<file path="src/rtl/clk_freq_monitor.sv">
// Measures rising edges of mon_in per fixed sys_clk window and qualifies the rate.
// Define FREQ_MON_HYST_EN to require HYST_N consecutive windows before freq_ok changes.
module clk_freq_monitor #(
   parameter int unsigned WINDOW_CYCLES = 27000,
   parameter int unsigned CNT_W         = 16,
   parameter int unsigned MIN_COUNT     = 1000,
   parameter int unsigned MAX_COUNT     = 1100,
   parameter int unsigned HYST_N        = 4
) (
   input  logic             sys_clk,
   input  logic             sys_rst_n,
   input  logic             mon_in,
   input  logic             pll_lock,
   output logic [CNT_W-1:0] count_out,
   output logic             count_valid,
   output logic             freq_ok,
   output logic             overflow
);

   localparam int unsigned      WIN_W    = (WINDOW_CYCLES > 1) ? $clog2(WINDOW_CYCLES) : 1;
   localparam logic [WIN_W-1:0] WIN_LAST = WIN_W'(WINDOW_CYCLES - 1);

   typedef enum logic [1:0] {WAIT_LOCK, MEASURE, EVAL} state_t;

   state_t           state;
   logic             mon_s1, mon_s2, mon_s3;
   logic             lock_s1, lock_s2;
   logic             edge_det;
   logic [WIN_W-1:0] win_cnt;
   logic [CNT_W-1:0] edge_cnt;
   logic             sat;
   logic             good;

`ifdef FREQ_MON_HYST_EN
   localparam int unsigned       HYST_W    = $clog2(HYST_N + 1);
   localparam logic [HYST_W-1:0] HYST_LAST = HYST_W'(HYST_N - 1);
   logic [HYST_W-1:0] good_run;
   logic [HYST_W-1:0] bad_run;
`endif

   always_ff @(posedge sys_clk or negedge sys_rst_n) begin
      if (!sys_rst_n) begin
         mon_s1  <= 1'b0;
         mon_s2  <= 1'b0;
         mon_s3  <= 1'b0;
         lock_s1 <= 1'b0;
         lock_s2 <= 1'b0;
      end else begin
         mon_s1  <= mon_in;
         mon_s2  <= mon_s1;
         mon_s3  <= mon_s2;
         lock_s1 <= pll_lock;
         lock_s2 <= lock_s1;
      end
   end

   assign edge_det = mon_s2 & ~mon_s3;
   assign sat      = &edge_cnt;
   assign good     = !sat && (32'(edge_cnt) >= MIN_COUNT) && (32'(edge_cnt) <= MAX_COUNT);

   always_ff @(posedge sys_clk or negedge sys_rst_n) begin
      if (!sys_rst_n) begin
         state       <= WAIT_LOCK;
         win_cnt     <= '0;
         edge_cnt    <= '0;
         count_out   <= '0;
         count_valid <= 1'b0;
         freq_ok     <= 1'b0;
         overflow    <= 1'b0;
`ifdef FREQ_MON_HYST_EN
         good_run    <= '0;
         bad_run     <= '0;
`endif
      end else begin
         count_valid <= 1'b0;
         if (!lock_s2) begin
            // Losing lock aborts the window silently; count_out keeps the last result.
            state    <= WAIT_LOCK;
            win_cnt  <= '0;
            edge_cnt <= '0;
            freq_ok  <= 1'b0;
`ifdef FREQ_MON_HYST_EN
            good_run <= '0;
            bad_run  <= '0;
`endif
         end else begin
            case (state)
               WAIT_LOCK: begin
                  win_cnt  <= '0;
                  edge_cnt <= '0;
                  state    <= MEASURE;
               end
               MEASURE: begin
                  win_cnt <= win_cnt + WIN_W'(1);
                  if (edge_det && !sat)
                     edge_cnt <= edge_cnt + CNT_W'(1);
                  if (win_cnt == WIN_LAST)
                     state <= EVAL;
               end
               EVAL: begin
                  count_out   <= edge_cnt;
                  count_valid <= 1'b1;
                  overflow    <= sat;
                  win_cnt     <= '0;
                  // An edge seen during EVAL opens the next window's count.
                  edge_cnt    <= edge_det ? CNT_W'(1) : '0;
                  state       <= MEASURE;
`ifdef FREQ_MON_HYST_EN
                  if (good) begin
                     bad_run <= '0;
                     if (good_run == HYST_LAST)
                        freq_ok <= 1'b1;
                     else
                        good_run <= good_run + HYST_W'(1);
                  end else begin
                     good_run <= '0;
                     if (bad_run == HYST_LAST)
                        freq_ok <= 1'b0;
                     else
                        bad_run <= bad_run + HYST_W'(1);
                  end
`else
                  freq_ok <= good;
`endif
               end
               default: state <= WAIT_LOCK;
            endcase
         end
      end
   end

endmodule

</file>
<file path="config.mk">
export PLATFORM = sky130hd
export DESIGN_NAME = clk_freq_monitor
export DESIGN_NICKNAME = d
export VERILOG_FILES = /design/src/rtl/clk_freq_monitor.sv
export SDC_FILE = /design/constraint.sdc
export NUM_CORES = 1
export LEC_CHECK = 0
export ABC_AREA = 1
export BUFFER_PORTS_ARGS = -buffer_cell sky130_fd_sc_hd__buf_4
export CORE_AREA = 10 10 139 77
export CTS_CLUSTER_SIZE = 24
export DETAILED_ROUTE_END_ITERATION = 6
export DIE_AREA = 0 0 149 87
export PLACE_DENSITY = 0.52
export REMOVE_ABC_BUFFERS = 1
export SYNTH_ARGS = -nofsm -noshare
export SYNTH_HDL_FRONTEND = slang
export SYNTH_SLANG_ARGS = --single-unit
</file>
<file path="constraint.sdc">
create_clock -name sys_clk -period 1.9 [get_ports sys_clk]
set_input_delay 0.285 -clock sys_clk [delete_from_list [all_inputs] [get_ports sys_clk]]
set_output_delay 0.285 -clock sys_clk [all_outputs]
set_load 0.01 [all_outputs]
</file>
==> results.md, run 1 <==
| Quantity | Value |
| --- | --- |
| Startpoint type of the worst setup path | flip-flop |
| Die extent in x | 149 um |
| Number of placed I/O pins | 23 |
| Dominant combinational cell family by area after synthesis | simple AND/OR/NAND/NOR gates |
| Combined flip-flop and latch cell area | 0.00143 mm^2 |
| Clk slew on worst S/H paths | 0.05 ns |
| Data required time of the critical path | 2.15 ns |
| Fmax | 583 MHz |
| Estimated wirelength of the detail-placed design | 5.74 mm |
| Max-Cap Viols | 0 |
| Critical Path, Cell by Cell | inv_1 > ha_1 > inv_1 > nand2_1 > nor2_2 > nand2_2 > a21boi_4 > buf_4 > buf_4 > o21ai_2 |
| Setup tns final | 0 ns |
| Depth of the CTS H-tree | 3 |
| CTS max path bufs | 2 |
| Post-Syn Area per Cell | 7.73 um^2 |
| Number of DRC markers in iteration 0 | 245 |
| Met1 usage | 0.201 |
| Compound-cell area share of the yosys netlist | 0.0997 |
| Final Routed Wirelength | 7.59 mm |
| CTS Buf Count | 9 |
| Category of the most critical setup path | reg -> reg |
| Post-synthesis mux area share | 0 |
| Initial antenna violation count | 0 |
| Nature of the critical path endpoint | flip-flop |
| Relative max-transition margin | 0.520 |
| Syn Std Cell Area | 0.00302 mm^2 |
| Total via count after detailed routing | 2,591 |
| Initial Util | 0.360 |
| Fin crit share | 0.903 |
| Busiest grt layer | met1 |
| Overall fraction of global-route tracks in use | 0.128 |
| Power per cell area | 860 mW/mm^2 |
| Worst IR drop on VDD | 0.000425 V |
| Status | finished clean |
| Adder and majority gate portion of the synthesized area | 0.0290 |
| Transition time at the pin with the least slew margin | 0.720 ns |
| Last weighted congestion value of the routability-driven placer | 0.924 |
| Setup violation total in the final timing report | 0 |
| Number of synthesized register bits | 57 |
| Yosys cell types | 34 |
| Post-Synth Simple-Gate Area | 0.304 |
| Finished layout cell area | 0.00372 mm^2 |
| Largest net degree at the start of global routing | 58 |
| Tmin final | 1.72 ns |
| Layout cell share with drive strength beyond 1 | 0.186 |
| Met2 track demand over resource in global routing | 0.152 |
| Slowest Stage Delay on Critical Path | 0.44 ns |
| Total of buffers placed on input and output ports | 22 |
| CP max FO | 10 |
| Share of the yosys chip area belonging to registers | 0.472 |
| Diode count | 0 |
| Area after detailed placement | 0.00337 mm^2 |
| Layout area overhead | 23.0% |
| Detailed-routing iteration count for the pre-antenna-repair pass | 5 |
| Fill cell total of the finished layout | 861 |
| Insertion delay of the later-clocked pin in the worst-skew pair | 0.32 ns |
| Root Buffer | sky130_fd_sc_hd__clkbuf_16 |
| Num rows | 24 |
| RSZ-0062 raised after global routing | true |
| Routed Antenna Nets | 0 |
| Global routing met3 resource utilization | 0.0430 |
| CTS Hold Buffers Added | 0 |
| Post-route DRC violation count | 0 |
| Crit path arrival time | 1.97 ns |
| Total global routing overflow | 0 |
| Xor/xnor cell area share of the yosys netlist | 0.00290 |
| Wire length of the first global-routing pass | 13.1 mm |
| Number of global-route vias before repair | 2,490 |
| Vias per Instance | 4.69 |
| Hold crit path type | in -> async |
| Total die area | 0.0130 mm^2 |
| Final Max Slew Viols | 0 |
| Placeable Area | 0.00841 mm^2 |
| Number of warnings printed during yosys synthesis | 0 |
| Number of clock sinks | 57 |
| TritonCTS clock tree | yes |
| Average wire per standard cell | 13.7 um |
| Utilization after layout | 0.442 |
| Endpoints failing hold | 0 |
| Clock Skew | 0.00991 ns |
| Cell type of the slowest stage on the worst timing path | sky130_fd_sc_hd__dfrtp_2 |
| Area of the multi-input gates | 0.00135 mm^2 |
| Leakage power | 1.85 nW |
| Gate count of the mapped netlist | 391 |
| Layout Nets | 441 |
| Die Height | 87 um |
-- report_power, final --
group	leakage [nW]	internal [W]	switching (W)
logic	0.931	0.000164	0.000282
clock network	0.139	0.000945	0.000527
registers	0.779	0.00125	0.0000286
-- cell type report --
class,count,area share
multi-input cells,266,0.363
inverters,58,0.0596
flip-flops and latches,57,0.384
repair buffers,38,0.0801
clock buffers,13,0.0700
clock inverters,3,0.00404
well taps,117,0.0394
-- synthesized netlist by cell type --
library cell / n / area (um^2)
sky130_fd_sc_hd__nand2_1: 110 / 413
sky130_fd_sc_hd__dfrtp_1: 57 / 1430
sky130_fd_sc_hd__inv_1: 54 / 203
sky130_fd_sc_hd__nor2_1: 35 / 131
sky130_fd_sc_hd__o21ai_0: 27 / 135
sky130_fd_sc_hd__nand3_1: 24 / 120
sky130_fd_sc_hd__nand4_1: 16 / 100
sky130_fd_sc_hd__a21oi_1: 8 / 40.0
sky130_fd_sc_hd__ha_1: 7 / 87.6
sky130_fd_sc_hd__nor3_1: 7 / 35.0
sky130_fd_sc_hd__o21ai_1: 6 / 30.0
sky130_fd_sc_hd__nand2_2: 5 / 31.3
sky130_fd_sc_hd__buf_4: 4 / 30.0
sky130_fd_sc_hd__clkbuf_1: 3 / 11.3
sky130_fd_sc_hd__inv_2: 3 / 11.3
sky130_fd_sc_hd__nand2_4: 3 / 33.8
sky130_fd_sc_hd__buf_2: 2 / 10.0
sky130_fd_sc_hd__nor2_4: 2 / 22.5
sky130_fd_sc_hd__nor4_1: 2 / 12.5
sky130_fd_sc_hd__o21ai_2: 2 / 17.5
sky130_fd_sc_hd__a211oi_1: 1 / 7.51
sky130_fd_sc_hd__a21boi_4: 1 / 18.8
sky130_fd_sc_hd__a31oi_1: 1 / 6.26
sky130_fd_sc_hd__a32oi_1: 1 / 8.76
sky130_fd_sc_hd__buf_6: 1 / 11.3
sky130_fd_sc_hd__clkinv_1: 1 / 3.75
sky130_fd_sc_hd__nand3b_1: 1 / 7.51
sky130_fd_sc_hd__nor2_2: 1 / 6.26
sky130_fd_sc_hd__o21a_1: 1 / 7.51
sky130_fd_sc_hd__o21ai_4: 1 / 16.3
sky130_fd_sc_hd__o22ai_1: 1 / 6.26
sky130_fd_sc_hd__o31ai_1: 1 / 7.51
sky130_fd_sc_hd__or2_2: 1 / 6.26
sky130_fd_sc_hd__xor2_1: 1 / 8.76
-- per-stage QoR --
| stage | cells | hold WS (ns) | total power, W | worst slack (ns) |
|---|---|---|---|---|
| final | 552 | 0.0281 | 0.00320 | 0.184 |
| after global routing | 552 | 0.0563 | 0.00336 | -0.0135 |
| after CTS | 549 | 0.0538 | 0.00319 | 0.0369 |
| after detailed placement | 533 | 0.336 | 0.00170 | 0.0501 |
| after global placement | 533 | 0.332 | 0.00169 | 0.0743 |
| after floorplan | 381 | -0.0106 | 0.00153 | 0.116 |
-- logic make-up after synthesis --
group                    after synthesis
XOR/XNOR                               1
AO/OA/AOI/OAI                         51
AND/OR/NAND/NOR                      207
adder cells (fa/ha/maj)                7
flip-flops                            57
buffers and inverters                 68
-- flip-flops by register name, summed over array words and instances, names as in the netlist --
signal	count
edge_cnt	16
count_valid	1
overflow	1
lock_s2	1
count_out	16
state	2
mon_s1	1
mon_s3	1
freq_ok	1
win_cnt	15
lock_s1	1
mon_s2	1
-- final timing paths --
kind,start,endpoint,slack (ns),cells past startpoint
hold / removal,sys_rst_n,overflow,0.03,1
setup reg to reg,state[0],edge_cnt[8],0.18,10
min in group sys_clk,pll_lock,lock_s1,0.07,1
max in group asynchronous,sys_rst_n,state[0],1.35,1
setup / recovery,state[0],edge_cnt[8],0.18,10
hold reg to reg,mon_s1,mon_s2,0.34,0
-- repair_timing --
| item | in CTS | in global routing |
|---|---|---|
| setup endpoints to repair | 0 | 24 |
| hold endpoints to repair | 0 | 0 |
| buffers inserted | 0 | 3 |
| gates resized for setup | 0 | 12 |
-- critical path, delay by kind of cell, from the launching register on --
kind / cells / cell delay [ns]
adder cells (fa/ha/maj): 1 / 0.21
flip-flops: 1 / 0.44
AO/OA/AOI/OAI: 2 / 0.24
AND/OR/NAND/NOR: 3 / 0.30
buffers and inverters: 4 / 0.47
-- layout by cell type, fill, tap and decap left out, drive strengths merged, types with 2 or more instances in the layout --
cell type	netlist	final
nand2	118	118
dfrtp	57	57
inv	57	57
buf	7	38
nor2	38	38
o21ai	36	36
nand3	24	24
nand4	16	16
clkbuf	3	13
a21oi	8	8
nor3	7	7
ha	7	7
clkinv	1	3
nor4	2	2
-- per-layer routing --
layer  up-vias  part of all wire
met5         -                 0
met4         0            0.0061
met3         5             0.091
met2        84              0.35
met1      1176              0.55
li1       1326                 -
No activity file was read; power rests on OpenSTA's default activity.
==> inputs of run 2 (changes only) <==
CORE_AREA = 10 10 153 84   (was 10 10 139 77)
DIE_AREA = 0 0 163 94   (was 0 0 149 87)
PLACE_DENSITY = 0.44   (was 0.52)
==> results.md, run 2 (synthesized netlist as in run 1, its figures left out) <==
| Quantity | Value |
| --- | --- |
| Placeable Area | 0.0101 mm^2 |
| Clock Skew | 0.00833 ns |
| Last weighted congestion value of the routability-driven placer | 0.806 |
| DP Cell Count | 556 |
| Layout cell share with drive strength beyond 1 | 0.175 |
| Fmax | 592 MHz |
| Diode count | 0 |
| Number of standard cells in the final layout excluding fillers | 574 |
| Number of DRC markers in iteration 0 | 159 |
| Overall fraction of global-route tracks in use | 0.109 |
| TritonCTS clock tree | yes |
| Final Routed Wirelength | 7.64 mm |
| Vias per Instance | 4.46 |
| Endpoints failing hold | 0 |
| Clk slew on worst S/H paths | 0.06 ns |
| Layout area overhead | 23.6% |
| Root Buffer | sky130_fd_sc_hd__clkbuf_16 |
| Largest delay contributor family on the critical path | buffers and inverters |
| Detailed-routing iteration count for the pre-antenna-repair pass | 4 |
| Worst Reg2Reg Path Length in Cells | 11 |
| Tmin final | 1.69 ns |
| Category of the most critical setup path | reg -> reg |
| Crit. path cell count | 11 |
| Total of buffers placed on input and output ports | 22 |
| Number of placed I/O pins | 23 |
| Depth of the worst hold-timing path | 1 |
| Worst IR drop on VDD | 0.000429 V |
| Transition time at the pin with the least slew margin | 0.403 ns |
| Die extent in x | 163 um |
| Startpoint type of the worst setup path | flip-flop |
| Critical Path, Cell by Cell | inv_1 > ha_1 > nand2_1 > inv_1 > nand2_1 > clkinv_1 > buf_4 > o21ai_0 > nand2_1 > nand2_1 > inv_1 |
| Insertion delay of the later-clocked pin in the worst-skew pair | 0.33 ns |
| Most frequent standard cell in the layout excluding fill and tap cells | sky130_fd_sc_hd__nand2_1 |
| Wire length of the first global-routing pass | 13.4 mm |
| Die Height | 94 um |
| Fin crit share | 0.889 |
| Num rows | 26 |
| Power per cell area | 869 mW/mm^2 |
| Buffers & Inverters on Critical Path | 5 |
| Data required time of the critical path | 2.17 ns |
| Combined flip-flop and latch cell area | 0.00143 mm^2 |
| Setup violation total in the final timing report | 0 |
| Crit path arrival time | 1.96 ns |
| Total Power Consumption | 0.00325 W |
| Estimated wirelength of the detail-placed design | 5.49 mm |
| Initial Util | 0.300 |
| Final Max Slew Viols | 0 |
| Slowest Stage Delay on Critical Path | 0.39 ns |
| Cell type of the slowest stage on the worst timing path | sky130_fd_sc_hd__dfrtp_1 |
| Total global routing overflow | 0 |
| Number of clock sinks | 57 |
| Top Registers | count_out: 16 flops, edge_cnt: 16 flops, win_cnt: 15 flops |
| CTS max path bufs | 2 |
| CTS Buf Count | 9 |
| Area of the multi-input gates | 0.00133 mm^2 |
| Leakage power | 1.85 nW |
| CP max FO | 9 |
| Post-route DRC violation count | 0 |
| Average wire per standard cell | 13.3 um |
| Setup tns final | 0 ns |
| Cell repeated most along the worst path | sky130_fd_sc_hd__nand2_1 |
| Total die area | 0.0153 mm^2 |
| Nature of the critical path endpoint | flip-flop |
| Fill cell total of the finished layout | 1,105 |
| Routed Antenna Nets | 0 |
| Reg2reg setup slack | 0.21 ns |
| Relative max-transition margin | 0.729 |
| Depth of the CTS H-tree | 3 |
| Max-Cap Viols | 0 |
| Status | finished clean |
| Layout Nets | 440 |
| RSZ-0062 raised after global routing | false |
| Total via count after detailed routing | 2,561 |
| Highest-count cells in the layout ignoring fill and taps | sky130_fd_sc_hd__nand2_1 (109), sky130_fd_sc_hd__dfrtp_1 (56), sky130_fd_sc_hd__inv_1 (54) |
| Initial antenna violation count | 0 |
| Number of global-route vias before repair | 2,603 |
| Largest net degree at the start of global routing | 58 |
| Hold crit path type | in -> reg |
[run 2: changes by cell type in the layout (fill, tap and decap cells not counted), sizes merged]
cell,before,now
clkinv,3,4
dlygate4sd3,0,1
clkbuf,13,11
buf,38,36
clkinvlp,1,2
[run 2: layout make-up]
class | instances | share of cell area
Timing Repair Buffer | 37 | 0.0817
Multi-Input combinational cell | 266 | 0.356
Tap cell | 140 | 0.0469
Inverter | 58 | 0.0582
Clock inverter | 5 | 0.00803
Sequential cell | 57 | 0.382
Clock buffer | 11 | 0.0676
[run 2: through the flow]
stage / worst slack (ns) / utilization / hold slack [ns] / cell area, um^2
floorplan: 0.116 / - / -0.0106 / 2960
global placement: 0.0416 / 0.338 / 0.302 / 3410
detailed placement: 0.00852 / 0.338 / 0.306 / 3410
CTS: 0.0690 / 0.368 / 0.0459 / 3710
global route: 0.00911 / 0.371 / 0.0464 / 3740
finish: 0.211 / 0.371 / 0.0631 / 3740
[run 2: timing repair]
action | in CTS | in global routing
buffers inserted | 0 | 1
resized for setup | 1 | 4
hold endpoints to repair | 57 | 0
setup endpoints to repair | 2 | 21
hold buffers | 1 | 0
[run 2: worst register-to-register path: cells and delay by family, from the launching register on]
| family | cells | cell delay (ns) |
|---|---|---|
| and+or+nand+nor | 4 | 0.29 |
| AOI/OAI and AO/OA | 1 | 0.11 |
| buffers and inverters | 5 | 0.63 |
| adders and majority gates | 1 | 0.21 |
| DFF | 1 | 0.39 |
[run 2: layer usage]
metal  part of all wire  track usage  wire, um
met2               0.44        0.165      3380
met4              0.014       0.0448       108
met3              0.049       0.0311       374
met1               0.49        0.142      3770
met5                  0            0         0
[run 2: path summary, 6_finish.rpt]
check                           from      endpoint
max                         state[1]  edge_cnt[11]
min                         pll_lock       lock_s1
max reg2reg                 state[1]  edge_cnt[11]
min reg2reg                   mon_s1        mon_s2
max in group asynchronous  sys_rst_n      state[0]
min in group asynchronous  sys_rst_n  count_out[1]
[run 2: report_power, final]
group / internal [W] / switching [W] / leakage (nW)
sequential: 0.00125 / 0.0000303 / 0.779
combinational: 0.000157 / 0.000280 / 0.933
clock: 0.000945 / 0.000586 / 0.137
total: 0.00235 / 0.000896 / 1.85
